--- config.mk ---
export PLATFORM = sky130hd
export DESIGN_NAME = vga_timing_gen
export DESIGN_NICKNAME = d
export VERILOG_FILES = /design/src/rtl/vga_pkg.sv /design/src/rtl/vga_timing_gen.sv
export SDC_FILE = /design/constraint.sdc
export NUM_CORES = 1
export LEC_CHECK = 0
export CAP_MARGIN = 20
export CORE_ASPECT_RATIO = 0.75
export CORE_MARGIN = 8
export CORE_UTILIZATION = 45
export CTS_CLUSTER_DIAMETER = 120
export DETAILED_ROUTE_END_ITERATION = 8
export HOLD_SLACK_MARGIN = 0.02
export PLACE_DENSITY = 0.75
export REMOVE_ABC_BUFFERS = 1
export SLEW_MARGIN = 20
export SYNTH_ARGS = -nofsm -noshare
export SYNTH_HDL_FRONTEND = slang
export SYNTH_SLANG_ARGS = --single-unit
--- constraint.sdc ---
create_clock -name clk25 -period 4.09 [get_ports clk25]
set_input_delay 0.818 -clock clk25 [delete_from_list [all_inputs] [get_ports clk25]]
set_output_delay 0.818 -clock clk25 [all_outputs]
set_load 0.02 [all_outputs]
--- src/rtl/vga_pkg.sv ---
// Shared VGA timing definitions.
//
// Holds the 640x480@60 timing constants for both axes, the sync polarity and
// the RGB colour type so that the timing generator and every overlay block
// agree on the same screen bounds.
package vga_pkg;

    // Horizontal timing, in pixels
    localparam int VGA_H_ACTIVE = 640;
    localparam int VGA_H_FP     = 16;
    localparam int VGA_H_SYNC   = 96;
    localparam int VGA_H_BP     = 48;
    localparam int VGA_H_TOTAL  = VGA_H_ACTIVE + VGA_H_FP + VGA_H_SYNC + VGA_H_BP;

    // Vertical timing, in lines
    localparam int VGA_V_ACTIVE = 480;
    localparam int VGA_V_FP     = 10;
    localparam int VGA_V_SYNC   = 2;
    localparam int VGA_V_BP     = 33;
    localparam int VGA_V_TOTAL  = VGA_V_ACTIVE + VGA_V_FP + VGA_V_SYNC + VGA_V_BP;

    // Level driven on hsync/vsync during the sync pulse (negative polarity)
    localparam logic VGA_SYNC_ACTIVE = 1'b0;

    // 3-bit colour, one bit each for R, G, B
    typedef logic [2:0] rgb_t;

    localparam rgb_t RGB_BLACK = 3'b000;

endpackage

--- src/rtl/vga_timing_gen.sv ---
// VGA timing generator.
//
// Free-running horizontal/vertical counters that produce the raster position
// for overlay logic and the registered, mutually aligned sync and colour
// outputs for the connector.
//
// Ports
//   clk25      in   1   pixel clock
//   reset      in   1   synchronous, active-high reset
//   pix_rgb    in   3   colour for the current (x,y) from overlay logic
//   x          out  10  horizontal pixel count, 0..H_TOTAL-1
//   y          out  10  line count, 0..V_TOTAL-1
//   video_on   out  1   current (x,y) lies in the visible area
//   frame_tick out  1   one-cycle pulse on the last visible pixel
//   vga_hsync  out  1   registered horizontal sync, active low
//   vga_vsync  out  1   registered vertical sync, active low
//   vga_rgb    out  3   registered, blanked colour
module vga_timing_gen
    import vga_pkg::*;
#(
    parameter int H_ACTIVE = VGA_H_ACTIVE,
    parameter int H_FP     = VGA_H_FP,
    parameter int H_SYNC   = VGA_H_SYNC,
    parameter int H_BP     = VGA_H_BP,
    parameter int V_ACTIVE = VGA_V_ACTIVE,
    parameter int V_FP     = VGA_V_FP,
    parameter int V_SYNC   = VGA_V_SYNC,
    parameter int V_BP     = VGA_V_BP
) (
    input  logic       clk25,
    input  logic       reset,
    input  logic [2:0] pix_rgb,
    output logic [9:0] x,
    output logic [9:0] y,
    output logic       video_on,
    output logic       frame_tick,
    output logic       vga_hsync,
    output logic       vga_vsync,
    output logic [2:0] vga_rgb
);

    localparam int H_TOTAL = H_ACTIVE + H_FP + H_SYNC + H_BP;
    localparam int V_TOTAL = V_ACTIVE + V_FP + V_SYNC + V_BP;

    // All bounds are 10-bit unsigned so every compare is against the counter width
    localparam logic [9:0] H_LAST       = 10'(H_TOTAL - 1);
    localparam logic [9:0] V_LAST       = 10'(V_TOTAL - 1);
    localparam logic [9:0] H_VIS_END    = 10'(H_ACTIVE);
    localparam logic [9:0] V_VIS_END    = 10'(V_ACTIVE);
    localparam logic [9:0] H_VIS_LAST   = 10'(H_ACTIVE - 1);
    localparam logic [9:0] V_VIS_LAST   = 10'(V_ACTIVE - 1);
    localparam logic [9:0] H_SYNC_START = 10'(H_ACTIVE + H_FP);
    localparam logic [9:0] H_SYNC_END   = 10'(H_ACTIVE + H_FP + H_SYNC);
    localparam logic [9:0] V_SYNC_START = 10'(V_ACTIVE + V_FP);
    localparam logic [9:0] V_SYNC_END   = 10'(V_ACTIVE + V_FP + V_SYNC);

    logic [9:0] h_cnt;
    logic [9:0] v_cnt;
    logic       h_wrap;
    logic       visible;
    logic       h_in_sync;
    logic       v_in_sync;

    // Raster counters: y advances only on the cycle x wraps, and wraps itself
    // on that same cycle at the end of the frame.
    always_ff @(posedge clk25) begin : counters
        // NOTE: state registers use non-blocking assignments so every flop
        // samples pre-edge values regardless of statement order.
        if (reset) begin
            h_cnt <= '0;
            v_cnt <= '0;
        end else if (h_wrap) begin
            h_cnt <= '0;
            v_cnt <= (v_cnt == V_LAST) ? '0 : v_cnt + 10'd1;
        end else begin
            h_cnt <= h_cnt + 10'd1;
        end
    end

    always_comb begin : decode
        // NOTE: every signal gets a default first so no path can infer a latch.
        h_wrap    = 1'b0;
        visible   = 1'b0;
        h_in_sync = 1'b0;
        v_in_sync = 1'b0;

        h_wrap    = (h_cnt == H_LAST);
        visible   = (h_cnt < H_VIS_END) && (v_cnt < V_VIS_END);
        h_in_sync = (h_cnt >= H_SYNC_START) && (h_cnt < H_SYNC_END);
        v_in_sync = (v_cnt >= V_SYNC_START) && (v_cnt < V_SYNC_END);
    end

    // Connector outputs share a single register stage so sync and colour
    // remain aligned with each other, one pixel behind (x,y).
    always_ff @(posedge clk25) begin : out_reg
        if (reset) begin
            vga_hsync <= ~VGA_SYNC_ACTIVE;
            vga_vsync <= ~VGA_SYNC_ACTIVE;
            vga_rgb   <= RGB_BLACK;
        end else begin
            vga_hsync <= h_in_sync ? VGA_SYNC_ACTIVE : ~VGA_SYNC_ACTIVE;
            vga_vsync <= v_in_sync ? VGA_SYNC_ACTIVE : ~VGA_SYNC_ACTIVE;
            vga_rgb   <= visible ? pix_rgb : RGB_BLACK;
        end
    end

    assign x        = h_cnt;
    assign y        = v_cnt;
    assign video_on = visible;
    // Gated by reset so a frame aborted on its last visible pixel does not tick
    assign frame_tick = (h_cnt == H_VIS_LAST) && (v_cnt == V_VIS_LAST) && !reset;

endmodule

==> summary.md <==
| Metric | Value |
|---|---|
| Status | complete, no violations |
| Most numerous cell in the Yosys netlist | dfxtp_1 |
| Worst endpoint required time | 3270 ps |
| Yosys top cell area share | 0.422 |
| Row count | 16 |
| Data arrival, critical path | 2790 ps |
| Delay-heaviest family, CP | buffers and inverters |
| Clock transition at the registers of the reported paths | 120 ps |
| CTS H-tree depth | 1 |
| Setup bufs post-CTS | 0 |
| DP Area | 0.00152 mm^2 |
| Post-synth top cells | 25 x dfxtp_1, 20 x nor2_1, 12 x inv_1 |
| Slowest cell on the critical path | clkdlybuf4s50_1 |
| Fillers | 245 |
| Sequential Power Share | 0.646 |
| Root Buffer | clkbuf_4 |
| Final Wtd Congestion | 0.772 |
| RSZ-0062 raised after global routing | no |
| Syn Area/Cell | 8.65 um^2 |
| Synth warn | 0 |
| Post-synth EDFFs | 0 |
| CP max stage delay | 660 ps |
| Gate power share | 0.078 |
| CP cell instances | clkdlybuf4s50_1 > or4b_2 > nor4_1 > clkdlybuf4s50_1 |
| Final period util | 0.882 |
| Total leakage power | 0.509 nW |
| GR Util met1 | 0.159 |
| Grt total ovfl | 0 |
| Switch Pwr | 0.0000892 W |
| GRT met3 Usage | 0.0363 |
| DRT Pass-1 Iters | 4 |
| Pwr Density | 252 mW/mm^2 |
| Synth Area in Simple Gates | 0.308 |
| Initial antenna violation count | 0 |
| DR WL/cell | 14.1 um |
| Worst min path class | reg2reg |
| Crit. End Element | output pin |
| Starting density of the core | 0.462 |
| Final Hold Fails | 0 |
| First-pass GRT wire length | 4.80 mm |
| Dominant combinational cell family by area after synthesis | simple AND/OR/NAND/NOR gates |
| Crit-path max FO | 2 |
| N_diodes | 0 |
| Post-synthesis adder-cell area fraction | 0.0422 |
| Mux share of post-synthesis cell area | 0 |
| VDD IR max | 203 uV |
| Worst Path Buf+Inv | 2 |
| Clock Skew | 4.39 ps |
| Yosys cell types | 30 |
| Vias in the first global route | 1,047 |
| Syn Inst Count | 137 |
| Post-DP HPWL | 2.24 mm |
| CTS tree | yes |
| Worst-Margin Slew | 393 ps |
| Endpoints failing setup | 0 |
| TNS Setup | 0 ps |
| Post-route DRC violation count | 0 |
| Fmax | 0.277 GHz |
| Seq/Total Area, Yosys | 0.422 |
| Max_cap viols | 0 |
| Primary FF master, synth | dfxtp_1 |
| DRT iter0 DRCs | 70 |
| Post-Synth XOR/XNOR Area | 0.0887 |
| Post-route setup slack | 483 ps |
| Post-CTS Resized | 0 |
| Global Route met2 Usage | 0.231 |
| Final Util | 0.604 |
| Routed WL | 2.90 mm |
| Total power | 0.000389 W |
| Startpoint Class | input pin |
| Largest cells by area after synthesis | dfxtp_1 42%, xnor2_1 7.4%, nor2_1 6.3% |
| Total core area | 0.00256 mm^2 |
| Largest net degree at the start of global routing | 14 |
| Post-route ant nets | 0 |
| Post-Synthesis Cell Area | 0.00118 mm^2 |
| Total GRT Usage | 0.136 |
| Ys async rst share | 0 |
| Synth-to-Final Area Change | 30.6% |
| Via count | 1,102 |
| CTS Hold Bufs | 0 |
| Clk pwr share | 0.276 |
| Layout cells sized above 1 | 0.0588 |
| Finished Cell Area | 0.00155 mm^2 |
| Die height | 60.4 um |
| Cts bufs inserted | 3 |
| Clk_lat worst skew | 310 ps |
| Pre-CTS setup slack | 463 ps |
| Reg2Reg Setup Slack | 1860 ps |
| Slew headroom | 0.738 |
| Via density per instance | 5.35 |
| Largest area contributor in the netlist | dfxtp_1 |
| Most crowded layer after global routing | met2 |
| CP Class | in2out |
| Num Clock Sinks | 25 |
| CTS max path bufs | 2 |
| Full die area | 0.00455 mm^2 |
| Final nets | 180 |
| I/O Buffers | 31 |
| Crit path time final | 3610 ps |
| Die Span X | 75.3 um |
| Post-synthesis compound-gate area fraction | 0.0781 |
| Fin. max-slew vios | 0 |
| Register bit total from synthesis | 25 |
| Io pins | 32 |
| Sw Share | 0.229 |
| Cell Int Power | 0.000300 W |
| Most used cell, CP | clkdlybuf4s50_1 |
-- power by group through the flow --
| stage | Combinational, W | Clock [W] | Sequential (W) |
|---|---|---|---|
| global placement | 0.0000296 | 0 | 0.000257 |
| finish | 0.0000303 | 0.000107 | 0.000252 |
| floorplan | 0.00000888 | 0 | 0.000261 |
| global route | 0.0000328 | 0.000120 | 0.000252 |
| CTS | 0.0000307 | 0.000111 | 0.000252 |
| detailed placement | 0.0000307 | 0 | 0.000257 |
-- area by class of cell --
cell class	count	area [um^2]	area share
Clock buffer	4	26.3	0.0170
Inverter	12	45.0	0.0291
Multi-Input combinational cell	97	613	0.396
Sequential cell	25	500	0.323
Tap cell	36	45.0	0.0291
Timing Repair Buffer	32	318	0.205
-- metal layers --
metal,part of all wire,wire length [um],vias to the layer above
met5,0,0,-
met4,0.014,42,0
met3,0.074,214,5
met2,0.46,1350,40
met1,0.45,1290,511
li1,-,-,546
-- worst paths after layout --
path	cells after the start	from	endpoint
worst max-delay path	4	reset	frame_tick
worst min-delay path	1	x[0]$_SDFF_PP0_	x[0]$_SDFF_PP0_
worst max register to register	5	x[0]$_SDFF_PP0_	y[8]$_SDFFE_PP0N_
worst min register to register	1	x[0]$_SDFF_PP0_	x[0]$_SDFF_PP0_
-- layout by cell type, fill, tap and decap left out --
cell type	n
a21oi_1	5
a21oi_2	1
and3_1	1
buf_4	1
clkbuf_1	1
clkbuf_4	3
clkdlybuf4s50_1	31
dfxtp_1	25
ha_1	4
inv_1	12
nand2_1	7
nand3_1	10
nand3b_1	1
nand4_1	4
nor2_1	20
nor3_1	4
nor4_1	5
nor4b_1	1
nor4bb_1	1
o211ai_1	1
o21ai_0	2
o21bai_2	1
o31ai_1	4
or2_1	1
or2b_1	1
or3_1	3
or3_4	1
or4_1	4
or4_4	1
or4b_2	2
xnor2_1	10
xor2_1	2
-- sequential cells by signal, summed over array words and instances (netlist names) --
signal / flops
vga_rgb: 3
y: 10
x: 10
vga_vsync: 1
vga_hsync: 1
-- metrics by stage --
step	instances	hold slack [ps]
4_1_cts	206	511
3_3_place_gp	202	469
2_1_floorplan	134	540
5_1_grt	206	564
3_5_place_dp	202	481
6_report	206	515
-- worst reg2reg max path, stage by stage, from the launching register on --
cell     delay (ps)
dfxtp_1         440
ha_1            280
nand4_1         260
or3_4           540
or4_1           500
a21oi_1         150
-- cell families after synthesis --
logic type,count (synthesis)
DFF,25
and+or+nand+nor,67
adders and majority gates,4
xor gates and xnor gates,12
AOI/OAI and AO/OA,14
buffers and inverters,15
Power figures use the tool's default switching activity.
